===== config.mk =====
export PLATFORM = sky130hd
export DESIGN_NAME = oclib_bc_to_axil
export DESIGN_NICKNAME = d
export VERILOG_FILES = /design/src/rtl/oclib_pkg.sv /design/src/rtl/oclib_bc_axil_shifter.sv /design/src/rtl/oclib_bc_to_axil.sv
export SDC_FILE = /design/constraint.sdc
export NUM_CORES = 1
export LEC_CHECK = 0
export CAP_MARGIN = 20
export CORE_AREA = 2 2 78 154
export CTS_CLUSTER_DIAMETER = 120
export CTS_CLUSTER_SIZE = 14
export DETAILED_ROUTE_END_ITERATION = 7
export DIE_AREA = 0 0 80 156
export HOLD_SLACK_MARGIN = 0.1
export PLACE_DENSITY = 0.73
export SLEW_MARGIN = 30
export SYNTH_ARGS = -nofsm -noshare
export SYNTH_HDL_FRONTEND = slang
export SYNTH_SLANG_ARGS = --single-unit
export TNS_END_PERCENT = 30

===== constraint.sdc =====
create_clock -name clock -period 3.1 [get_ports clock]
set_input_delay 0.31 -clock clock [delete_from_list [all_inputs] [get_ports clock]]
set_output_delay 0.31 -clock clock [all_outputs]
set_load 0.02 [all_outputs]

===== src/rtl/oclib_pkg.sv =====
// -----------------------------------------------------------------------------
// oclib_pkg
// Shared types and constants for the byte-channel / AXI-Lite bridge blocks.
//   axil_32_s       : AXI-Lite master request (aw/w/ar channels plus bready/rready)
//   axil_32_fb_s    : AXI-Lite slave feedback (ready signals, b and r channels)
//   bc_8b_bidi_s    : 8-bit byte channel {data, valid, ready}; ready flows the
//                     opposite way to data/valid
//   BcAxil*         : command and status byte encodings of the BC<->AXIL frames
//   bcAxilRespStatus: maps an AXI response code to the status byte
// -----------------------------------------------------------------------------
package oclib_pkg;

    typedef struct packed {
        logic [31:0] awaddr;
        logic [2:0]  awprot;
        logic        awvalid;
        logic [31:0] wdata;
        logic [3:0]  wstrb;
        logic        wvalid;
        logic        bready;
        logic [31:0] araddr;
        logic [2:0]  arprot;
        logic        arvalid;
        logic        rready;
    } axil_32_s;

    typedef struct packed {
        logic        awready;
        logic        wready;
        logic [1:0]  bresp;
        logic        bvalid;
        logic        arready;
        logic [31:0] rdata;
        logic [1:0]  rresp;
        logic        rvalid;
    } axil_32_fb_s;

    typedef struct packed {
        logic [7:0] data;
        logic       valid;
        logic       ready;
    } bc_8b_bidi_s;

    localparam logic [7:0] BcAxilCmdWrite    = 8'h01;
    localparam logic [7:0] BcAxilCmdRead     = 8'h02;
    localparam logic [7:0] BcAxilStatOkay    = 8'h00;
    localparam logic [7:0] BcAxilStatTimeout = 8'hFE;
    localparam logic [7:0] BcAxilStatBadCmd  = 8'hFF;

    typedef enum logic [2:0] {
        StIdle,
        StAddr,
        StData,
        StAxReq,
        StResp,
        StTxStat,
        StTxData
    } bc_axil_state_e;

    // OKAY maps to 0x00; any other response code is reported as 0x80|resp.
    function automatic logic [7:0] bcAxilRespStatus(input logic [1:0] resp);
        return (resp == 2'b00) ? BcAxilStatOkay : {6'b100000, resp};
    endfunction

endpackage


===== src/rtl/oclib_bc_axil_shifter.sv =====
// -----------------------------------------------------------------------------
// oclib_bc_axil_shifter
// 4-byte MSB-first serializer/deserializer with a byte counter.
//   clock, reset : clock and asynchronous active-low reset (counter only)
//   clear        : return the byte counter to zero
//   load         : parallel-load loadData (counter returns to zero)
//   shift/byteIn : shift the word left one byte, byteIn entering at the LSB
//   word         : assembled 32-bit word
//   byteOut      : current MSB byte (next byte to transmit)
//   last         : counter is at the fourth byte of the word
// -----------------------------------------------------------------------------
module oclib_bc_axil_shifter (
    input  logic        clock,
    input  logic        reset,
    input  logic        clear,
    input  logic        load,
    input  logic [31:0] loadData,
    input  logic        shift,
    input  logic [7:0]  byteIn,
    output logic [31:0] word,
    output logic [7:0]  byteOut,
    output logic        last
);

    logic [1:0] count;

    always_ff @(posedge clock or negedge reset) begin
        if (!reset) begin
            count <= '0;
        end else if (clear || load) begin
            count <= '0;
        end else if (shift) begin
            count <= count + 2'd1;
        end
    end

    // Word contents are only meaningful once the counter says so; no reset.
    always_ff @(posedge clock) begin
        if (load) begin
            word <= loadData;
        end else if (shift) begin
            word <= {word[23:0], byteIn};
        end
    end

    assign byteOut = word[31:24];
    assign last    = (count == 2'd3);

endmodule


===== src/rtl/oclib_bc_to_axil.sv =====
// -----------------------------------------------------------------------------
// oclib_bc_to_axil
// Byte-channel to AXI-Lite initiator. Receives read/write request frames on a
// byte channel, issues one AXI-Lite transaction per frame and answers with a
// status byte (plus four MSB-first data bytes for a successful read).
//   clock  : sole clock
//   reset  : asynchronous, active-low
//   bcIn   : request bytes (data/valid); .ready = far end accepts bcOut bytes
//   bcOut  : response bytes (data/valid); .ready = this block accepts bcIn
//   axil   : AXI-Lite master request
//   axilFb : AXI-Lite slave feedback
// Parameter TimeoutCycles bounds each AXI phase (0 disables the timeout).
// -----------------------------------------------------------------------------
module oclib_bc_to_axil
    import oclib_pkg::*;
#(
    parameter type AxilType      = oclib_pkg::axil_32_s,
    parameter type AxilFbType    = oclib_pkg::axil_32_fb_s,
    parameter type BcType        = oclib_pkg::bc_8b_bidi_s,
    parameter int  TimeoutCycles = 1024
) (
    input  logic      clock,
    input  logic      reset,
    input  BcType     bcIn,
    output BcType     bcOut,
    output AxilType   axil,
    input  AxilFbType axilFb
);

    localparam int TW = (TimeoutCycles > 1) ? $clog2(TimeoutCycles) : 1;
    localparam logic [TW-1:0] TLimit = TW'((TimeoutCycles > 0) ? TimeoutCycles - 1 : 0);
    localparam bit TimeoutEn = (TimeoutCycles > 0);

    bc_axil_state_e state, nextState;

    logic          rxReady;
    logic          respReady;
    logic          isWrite;
    logic          awValid, wValid, arValid;
    logic [TW-1:0] tCount;
    logic [7:0]    status;
    logic [31:0]   addr;

    logic          rxAccept, txValid, txAccept;
    logic          reqDone, respHit, timedOut, cmdOk;
    logic [1:0]    respCode;

    logic          shClear, shLoad, shShift, shLast;
    logic [31:0]   shWord;
    logic [7:0]    shByteOut;

    oclib_bc_axil_shifter uShifter (
        .clock    (clock),
        .reset    (reset),
        .clear    (shClear),
        .load     (shLoad),
        .loadData (axilFb.rdata),
        .shift    (shShift),
        .byteIn   (bcIn.data),
        .word     (shWord),
        .byteOut  (shByteOut),
        .last     (shLast)
    );

    assign rxAccept = bcIn.valid && rxReady;
    assign txValid  = (state == StTxStat) || (state == StTxData);
    assign txAccept = txValid && bcIn.ready;
    assign cmdOk    = (bcIn.data == BcAxilCmdWrite) || (bcIn.data == BcAxilCmdRead);
    // A channel counts as finished if it was already taken or is taken now.
    assign reqDone  = (!awValid || axilFb.awready) && (!wValid || axilFb.wready) &&
                      (!arValid || axilFb.arready);
    assign respHit  = respReady && (isWrite ? axilFb.bvalid : axilFb.rvalid);
    assign respCode = isWrite ? axilFb.bresp : axilFb.rresp;
    assign timedOut = TimeoutEn && (tCount == TLimit);

    // ---- state register ----
    always_ff @(posedge clock or negedge reset) begin
        if (!reset) begin
            state <= StIdle;
        end else begin
            state <= nextState;
        end
    end

    // ---- next-state logic ----
    always_comb begin
        nextState = state;
        unique case (state)
            StIdle:   if (rxAccept) nextState = cmdOk ? StAddr : StTxStat;
            StAddr:   if (rxAccept && shLast) nextState = isWrite ? StData : StAxReq;
            StData:   if (rxAccept && shLast) nextState = StAxReq;
            StAxReq:  if (reqDone) nextState = StResp;
                      else if (timedOut) nextState = StTxStat;
            StResp:   if (respHit || timedOut) nextState = StTxStat;
            StTxStat: if (txAccept)
                          nextState = ((status == BcAxilStatOkay) && !isWrite) ? StTxData : StIdle;
            StTxData: if (txAccept && shLast) nextState = StIdle;
            default:  nextState = StIdle;
        endcase
    end

    // ---- registered control ----
    always_ff @(posedge clock or negedge reset) begin
        if (!reset) begin
            rxReady   <= 1'b0;
            respReady <= 1'b0;
            isWrite   <= 1'b0;
            awValid   <= 1'b0;
            wValid    <= 1'b0;
            arValid   <= 1'b0;
            tCount    <= '0;
            status    <= '0;
        end else begin
            // Registered from nextState so they track the state exactly and
            // stay low while reset is held.
            rxReady   <= (nextState == StIdle) || (nextState == StAddr) || (nextState == StData);
            respReady <= (nextState == StIdle) || (nextState == StResp);

            if (state == StIdle && rxAccept) begin
                isWrite <= (bcIn.data == BcAxilCmdWrite);
            end

            if (state != StAxReq && nextState == StAxReq) begin
                awValid <= isWrite;
                wValid  <= isWrite;
                arValid <= !isWrite;
            end else if (state == StAxReq) begin
                if (nextState == StTxStat) begin
                    awValid <= 1'b0;
                    wValid  <= 1'b0;
                    arValid <= 1'b0;
                end else begin
                    if (axilFb.awready) awValid <= 1'b0;
                    if (axilFb.wready)  wValid  <= 1'b0;
                    if (axilFb.arready) arValid <= 1'b0;
                end
            end

            if (nextState != state) begin
                tCount <= '0;
            end else if (state == StAxReq || state == StResp) begin
                tCount <= tCount + 1'b1;
            end

            if (state == StIdle && rxAccept && !cmdOk) begin
                status <= BcAxilStatBadCmd;
            end else if (state == StResp && respHit) begin
                status <= bcAxilRespStatus(respCode);
            end else if ((state == StAxReq || state == StResp) && nextState == StTxStat) begin
                status <= BcAxilStatTimeout;
            end
        end
    end

    // Address is held for the whole transaction; the shifter is reused for data.
    always_ff @(posedge clock) begin
        if (state == StAddr && rxAccept && shLast) begin
            addr <= {shWord[23:0], bcIn.data};
        end
    end

    // ---- outputs ----
    always_comb begin
        shClear = (state == StIdle);
        shShift = (((state == StAddr) || (state == StData)) && rxAccept) ||
                  ((state == StTxData) && txAccept);
        shLoad  = (state == StResp) && respHit && !isWrite && (respCode == 2'b00);

        axil         = '0;
        axil.awaddr  = addr;
        axil.awprot  = 3'b000;
        axil.awvalid = awValid;
        axil.wdata   = shWord;
        axil.wstrb   = 4'hF;
        axil.wvalid  = wValid;
        axil.bready  = respReady;
        axil.araddr  = addr;
        axil.arprot  = 3'b000;
        axil.arvalid = arValid;
        axil.rready  = respReady;

        bcOut        = '0;
        bcOut.valid  = txValid;
        bcOut.ready  = rxReady;
        if (state == StTxStat) begin
            bcOut.data = status;
        end else if (state == StTxData) begin
            bcOut.data = shByteOut;
        end
    end

endmodule


# Yosys cells after proc, flatten, opt, wreduce, memory -nomap -nowiden
# Index checks and enable logic that the tools add are counted.
# word_totals
output_inout_bits	121
register_bits	93
ramBits	0
memories	0
romBits	0
wordCells	121
latchBits	0
# op_classes
n_shift	0
n_mux	38
n_div	0
bitwise_logic	0
n_eq_ne	17
multipliers	0
n_addsub	2
n_lt_le_gt_ge	0
reduce_logical	52
# ops
op	n
two-way mux 32 bit	2
two-way mux 8 bit	6
two-way mux 3 bit	10
case mux 3 bit (7 select lines)	1
two-way mux 10 bit	2
logical AND 1 bit	19
== test 3 bit (second input constant)	5
two-way mux 1 bit	14
logical OR 1 bit	13
== test 3 x 2 -> 1 bit (second input constant)	4
nonzero test 3 bit	4
adder 10 x 1 -> 10 bit (second input constant)	1
== test 10 bit (second input constant)	1
== test 8 x 1 -> 1 bit (second input constant)	1
== test 8 x 2 -> 1 bit (second input constant)	1
zero test 8 bit	1
nonzero test 2 bit	4
== test 3 x 1 -> 1 bit (second input constant)	2
zero test 3 bit	2
two-way mux 2 bit	3
AND reduction 2 bit	3
zero test 1 bit	5
!= test 3 x 2 -> 1 bit (second input constant)	1
!= test 3 bit	1
3 further kinds	3

# Logic depth before layout (Yosys ltp)
# Gate-level depths: netlist of run 1.
# logic_depth
ltp_word	11
mapped_depth	7
ltp_nobuf	6

# By module
# A second synthesis of run 1 with hierarchy kept.
# hier_totals
cells_unflattened	343
hier_area_um2	4633.2
# modules_own_cells
module	instances	area_per_inst_um2	cells_each
oclib_bc_to_axil	1	2986.6	259
oclib_bc_axil_shifter	1	1646.6	84

# Worst setup path before layout of run 1
# Ideal clock, no wire load.
# synth_timing
kind	register to register
start	reg state[0]
end	reg uShifter.word[0] (enable)
synth_period_minus_slack_ps	2567
n_path_buf	3
stages_incl_launch_ff	7
slack_ps	533
setup_ps	389
arrival_ps	2177
cell_sequence	dfrtp_1 buf_2 buf_2 nor3b_1 nand4_1 buf_2 nand2_1
# synth_between
elab_chain_len	6
# synth_lines
element	line	text
start: declaration	oclib_bc_to_axil.sv:34	bc_axil_state_e state, nextState;
start signal: assignment	oclib_bc_to_axil.sv:79	state <= StIdle;
start signal: assignment	oclib_bc_to_axil.sv:81	state <= nextState;
== test 3 bit, on equally long branches	oclib_bc_to_axil.sv:66, oclib_bc_to_axil.sv:166	
logical OR 1 bit	oclib_bc_to_axil.sv:66	assign txValid = (state == StTxStat) || (state == StTxData);
logical AND 1 bit	oclib_bc_to_axil.sv:67	assign txAccept = txValid && bcIn.ready;
logical AND 1 bit	oclib_bc_to_axil.sv:166	((state == StTxData) && txAccept);
logical OR 1 bit	oclib_bc_to_axil.sv:165	shShift = (((state == StAddr) || (state == StData)) && rxAccept) ||
nonzero test 2 bit (no source line) *	n/a	
end signal: assignment	oclib_bc_axil_shifter.sv:40	word <= loadData;
end signal: assignment	oclib_bc_axil_shifter.sv:42	word <= {word[23:0], byteIn};
end: declaration	oclib_bc_axil_shifter.sv:20	output logic [31:0] word,
# Every way passes the cells marked *; elsewhere a longest branch is shown, timed or not.
# A chain may end at the register's enable or synchronous reset.

==> flow_metrics.tcl, run 1 <==
set metrics [dict create \
    grt_pass1_wl_um 17500 \
    initial_core_util_pct 39.2 \
    grt_pass1_vias 3318 \
    pin_count 174 \
    vias 3213 \
    ys_async_sr_fraction_pct 28.1 \
    power_switching_w 0.00151 \
    hold_ws_ns 0.342 \
    cp-end-kind "primary output" \
    pwr-share-seq_pct 41.4 \
    start_kind "flop" \
    via_per_inst 5.21 \
    crit_fanout 18 \
    dp_hpwl_um 8470 \
    row_count 55 \
    yosysTopAreaCellShare_pct 43.5 \
    holdCritPathClass "input port to async pin" \
    area_growth_pct 39.6 \
    cp.required_ns 2.79 \
    cts_buffers 9 \
    grt_setup_unrepaired "false" \
    synth_edf_count 64 \
    drv_slew 0 \
    htreeDepth 3 \
    cts_resized 0 \
    cts_root_buffer "clkbuf_16" \
    grt-ovfl-total 0 \
    avgSynthCellArea_um2 12.9 \
    synth_flop_cell "edfxtp_1" \
    drc 0 \
    p_clk_share_pct 23.4 \
    rrSetupSlack_ns 0.58 \
    post-route-min-period_ns 2.80 \
    fin_nets 525 \
    antenna_found_initial 0 \
    grt_max_degree 35 \
    cts_setup_buffers 0 \
    worst_path_max_delay_cell "dfrtp_1" \
    synth_common_cells "edfxtp_1, buf_4, mux2_2, dfrtp_1, nand2_1" \
    setup_tns_ns 0 \
    dieArea_um2 12500 \
    wl_um 11300 \
    drtAntennaViolNets 0 \
    cts.sinks 89 \
    setup_violations 0 \
    diodes 0 \
    drv_cap 0 \
    post-synth-top-count-cell "edfxtp_1" \
    path_buf_inv 1 \
    p_per_area_nw_per_um2 703 \
    worstSetupPathType "flop to primary output" \
    cp.depth 4 \
    place_congestion 0.972 \
    crit_path_max_incr_delay_ns 0.69 \
    die_y_um 156 \
    cts.clk_slew.worst_paths_ns 0.06 \
    p_leak_nw 2.27 \
    fp.dieW_um 80 \
    syn-cell-area_um2 4420 \
    insertion_delay_ns 0.34 \
    area.sequential_um2 2550 \
    internal_power_w 0.00284 \
    multiInputGateArea_um2 1460 \
    drive_above_1_share_pct 14.7 \
    ys_ff_latch 89 \
    yosysWarnings 0 \
    critical-path-top-delay-family "flip-flops" \
    fin_skew_ns 0.00924 \
    max_freq_ghz 0.358 \
    n_fill_cell 982 \
    worstRegToRegCells 5 \
    hold_buffers 0 \
    ys_seq_area_share_pct 57.6 \
    outcome "finished, final reports clean" \
    critical_path_arrival_ns 2.49 \
    cts_tree "built" \
    yosysTopAreaCell "edfxtp_1" \
    synth_cell_types 55 \
    drtIter0Drc 125 \
    hold_viol_final 0 \
    grtUsageTotal_pct 18.4 \
    ir_drop_uv 386 \
    path_cells "nor2b_1 > nand2_1 > a21boi_0 > clkdlybuf4s50_1" \
    syn_inst 342 \
    portBuffers 163 \
    first_pass_iters 4 \
    comb_power_share_pct 35.2 \
    swShare_pct 34.7 \
    clockBufferDepth 2 \
    synth_area_leaders "edfxtp_1, dfrtp_1, buf_4" \
    wl_per_cell_um 18.3 \
    fin_crit_sh_pct 90.2 \
    slew_headroom_pct 54.0 \
    core_um2 11300 \
    tightestPinTransition_ns 0.690 \
]
-- layout make-up --
class                   instances  share of cell area (%)
repair buffers                170                    27.5
well taps                     142                    2.88
inverters                       5                   0.304
multi-input cells             195                    23.6
clock buffers                  10                    3.71
clock inverters                 6                   0.770
flip-flops and latches         89                    41.3
-- final timing paths --
check,from,endpoint
hold / removal,reset,status[6]
setup reg to reg,state[2],tCount[8]
max in group asynchronous,reset,uShifter.count[1]
setup / recovery,state[0],bcOut[5]
min in group clock,uShifter.word[19],addr[27]
hold reg to reg,uShifter.word[19],addr[27]
-- worst reg2reg max path: stages, from the launching register on --
cell	delay, ns
dfrtp_1	0.79
and2b_1	0.29
nor4b_2	0.18
a2111oi_4	0.41
mux2i_2	0.58
nor3_1	0.13
-- cells in the final DEF, fill, tap and decap left out, drive strengths merged, types with 2 or more instances in the layout --
cell type,n
a31oi,5
a2111oi,2
xnor2,4
edfxtp,64
dfrtp,25
xor2,6
nand4,4
or2,2
nor3b,2
clkbuf,10
o31ai,2
conb,10
nor3,14
a21boi,7
nor4,5
buf,7
nand3,10
mux2i,4
inv,9
a21oi,6
nand2,22
a211oi,4
ha,2
or3,4
nor2,11
a211o,2
mux2,33
a32o,3
clkdlybuf4s50,163
nor2b,9
and3,2
a22oi,4
-- flip-flops by register name (all words and copies together) (netlist names) --
name / count
addr: 32
arValid: 1
awValid: 1
isWrite: 1
respReady: 1
rxReady: 1
state: 3
status: 4
tCount: 10
uShifter.count: 2
uShifter.word: 32
wValid: 1
-- layer usage --
metal | GRT usage (%) | wire length [um]
met4 | 8.15 | 399
met2 | 33.1 | 6220
met5 | 0 | 0
met1 | 19.4 | 3850
met3 | 5.38 | 807
-- cells by family after synthesis --
family	count (synthesis)	share of synthesized area, %
multiplexers	37	9.39
AO/OA/AOI/OAI	43	8.04
buffers and inverters	66	10.2
XOR/XNOR	10	1.98
adder cells (fa/ha/maj)	2	0.566
AND/OR/NAND/NOR	93	12.1
other	2	0.170
flip-flops	89	57.6
-- power groups by stage --
stage / registers (W) / logic (W) / clock network, W
detailed placement: 0.00182 / 0.00154 / 0
global route: 0.00183 / 0.00163 / 0.00109
CTS: 0.00180 / 0.00154 / 0.00105
finish: 0.00180 / 0.00153 / 0.00102
floorplan: 0.00188 / 0.000802 / 0
global placement: 0.00181 / 0.00151 / 0
-- per-stage QoR --
step           total power [W]  instances  utilization (%)  cell area (um2)  worst slack [ns]
3_3_place_gp           0.00332        601             52.3             5900             0.670
3_5_place_dp           0.00336        601             52.3             5900             0.583
6_report               0.00434        617             54.7             6170             0.304
5_1_grt                0.00455        617             54.7             6170             0.160
4_1_cts                0.00439        617             54.7             6170             0.288
2_1_floorplan          0.00268        350                -             4450             0.533
No activity file was read; power rests on OpenSTA's default activity.
==> run 2, diff against run 1 <==
ABC_CLOCK_PERIOD_IN_PS = 3100   (was default)
CTS_CLUSTER_SIZE = 20   (was 14)
==> results of run 2 <==
The final DEF is identical to that of run 1; final timing and power are the same.
==> run 3, diff against run 2 <==
CORE_AREA = 2 2 74 147   (was 2 2 78 154)
DIE_AREA = 0 0 76 149   (was 0 0 80 156)
GPL_ROUTABILITY_DRIVEN = 0   (was default)
PLACE_DENSITY = 0.8   (was 0.73)
==> run 3 against run 2 <==
Effect of this change: routed wire length down 7.0%; non-clock buffer count unchanged; clock skew down 0.0017 ns; sequential power is essentially flat; first-iteration DRC count grew 110%; sequential share of layout area about the same; cell count shrank 0.81%; count of clock-buffer cells in the layout is the same; power is 0.36% lower; sequential cell count unchanged; critical path depth is the same; critical path type unchanged; critical endpoint is now bcOut[4]; largest cell class unchanged; largest power group unchanged; highest routed layer unchanged.
==> flow_metrics.tcl, run 3 (same netlist as run 1, synthesis figures left out) <==
set metrics [dict create \
    outcome "finished, final reports clean" \
    tightestPinTransition_ns 0.694 \
    cts_setup_buffers 0 \
    worstSetupPathType "flop to primary output" \
    fin_crit_sh_pct 90.9 \
    p_leak_nw 2.27 \
    post-route-min-period_ns 2.82 \
    drive_above_1_share_pct 14.3 \
    pwr-share-seq_pct 40.8 \
    holdCritPathClass "input port to async pin" \
    portBuffers 163 \
    internal_power_w 0.00289 \
    cts_root_buffer "clkbuf_16" \
    grt_pass1_vias 3212 \
    crit_fanout 15 \
    dp_hpwl_um 7690 \
    cts_buffers 9 \
    cts.clk_slew.worst_paths_ns 0.06 \
    reg_top3 "addr (32), uShifter.word (32), tCount (10)" \
    critical-path-top-delay-family "simple AND/OR/NAND/NOR gates" \
    drtIter0Drc 259 \
    start_kind "flop" \
    grt_pass1_wl_um 16600 \
    wl_met1_um 4180 \
    cp-end-kind "primary output" \
    grt_setup_unrepaired "false" \
    dieArea_um2 11300 \
    comb_power_share_pct 35.0 \
    fp.dieW_um 76 \
    wl_met3_um 1020 \
    setup_violations 0 \
    area_growth_pct 39.7 \
    drv_cap 0 \
    dr_wl_met2_um 5040 \
    fin_nets 525 \
    cts_resized 0 \
    vias 3173 \
    drv_slew 0 \
    hold_viol_final 0 \
    htreeDepth 3 \
    layout_common_cells "clkdlybuf4s50_1, edfxtp_1, mux2_2" \
    path_cells "nor2b_1 > nand2_1 > a21boi_0 > clkdlybuf4s50_1" \
    power_switching_w 0.00144 \
    first_pass_iters 4 \
    die_y_um 149 \
    worst_path_max_delay_cell "clkdlybuf4s50_1" \
    grt_max_degree 35 \
    antenna_found_initial 0 \
    cts.sinks 89 \
    slew_headroom_pct 53.7 \
    pin_count 174 \
    setup_tns_ns 0 \
    wl_um 10500 \
    drtAntennaViolNets 0 \
    row_count 53 \
    initial_core_util_pct 43.0 \
    p_per_area_nw_per_um2 701 \
    cts_tree "built" \
    diodes 0 \
    swShare_pct 33.2 \
    crit_path_max_incr_delay_ns 0.63 \
    path_buf_inv 1 \
    insertion_delay_ns 0.34 \
    cp.required_ns 2.79 \
    drc 0 \
    grtUsageTotal_pct 19.0 \
    wl_per_cell_um 17.1 \
    critical_path_arrival_ns 2.51 \
    hold_ws_ns 0.343 \
    routed.top_layer "met4" \
    core_um2 10300 \
    final_common_cell "clkdlybuf4s50_1" \
    clockBufferDepth 2 \
    hold_buffers 0 \
    grt-ovfl-total 0 \
    fin_skew_ns 0.00753 \
    p_clk_share_pct 24.2 \
    ir_drop_uv 349 \
    via_per_inst 5.18 \
    max_freq_ghz 0.355 \
]
==> run 3: cell count changes in the layout (fill, tap and decap cells not counted), sizes merged <==
cell,before,now
clkinv,1,2
clkinvlp,1,3
bufinv,0,1
inv,9,5
==> run 3: stage by stage <==
stage | setup slack [ns] | instances | total power [W] | instance area, um2 | utilization, %
2_1_floorplan | 0.533 | 350 | 0.00268 | 4450 | -
3_3_place_gp | 0.620 | 596 | 0.00328 | 5890 | 57.3
3_5_place_dp | 0.571 | 596 | 0.00331 | 5890 | 57.3
4_1_cts | 0.268 | 612 | 0.00437 | 6180 | 60.1
5_1_grt | 0.0495 | 612 | 0.00454 | 6180 | 60.1
6_report | 0.281 | 612 | 0.00433 | 6180 | 60.1
==> run 3: power by group through the flow <==
stage | clock, W | sequential [W] | combinational (W)
2_1_floorplan | 0 | 0.00188 | 0.000802
3_3_place_gp | 0 | 0.00178 | 0.00149
5_1_grt | 0.00112 | 0.00180 | 0.00162
3_5_place_dp | 0 | 0.00179 | 0.00151
4_1_cts | 0.00108 | 0.00177 | 0.00152
6_report | 0.00105 | 0.00177 | 0.00151
==> run 3: area by class of cell <==
class,count,area [um2]
fillers,814,4100
flip-flops and latches,89,2550
repair buffers,170,1700
multi-input cells,195,1460
clock buffers,10,229
well taps,137,171
clock inverters,6,58.8
inverters,5,18.8
==> run 3: per-layer routing <==
layer,global-route usage (%),vias up
met5,0,-
met4,8.18,0
met3,6.54,18
met2,30.7,178
met1,23.2,1513
li1,-,1464
==> run 3: worst paths after layout <==
path,startpoint,end,slack [ns],depth (start not counted)
min reg2reg,uShifter.word[9],addr[17],0.48,0
min,reset,tCount[3],0.34,2
max reg2reg,state[1],arValid,0.51,6
min in group clock,uShifter.word[9],addr[17],0.48,0
max,state[1],bcOut[4],0.28,4
max in group asynchronous,reset,isWrite,2.51,2
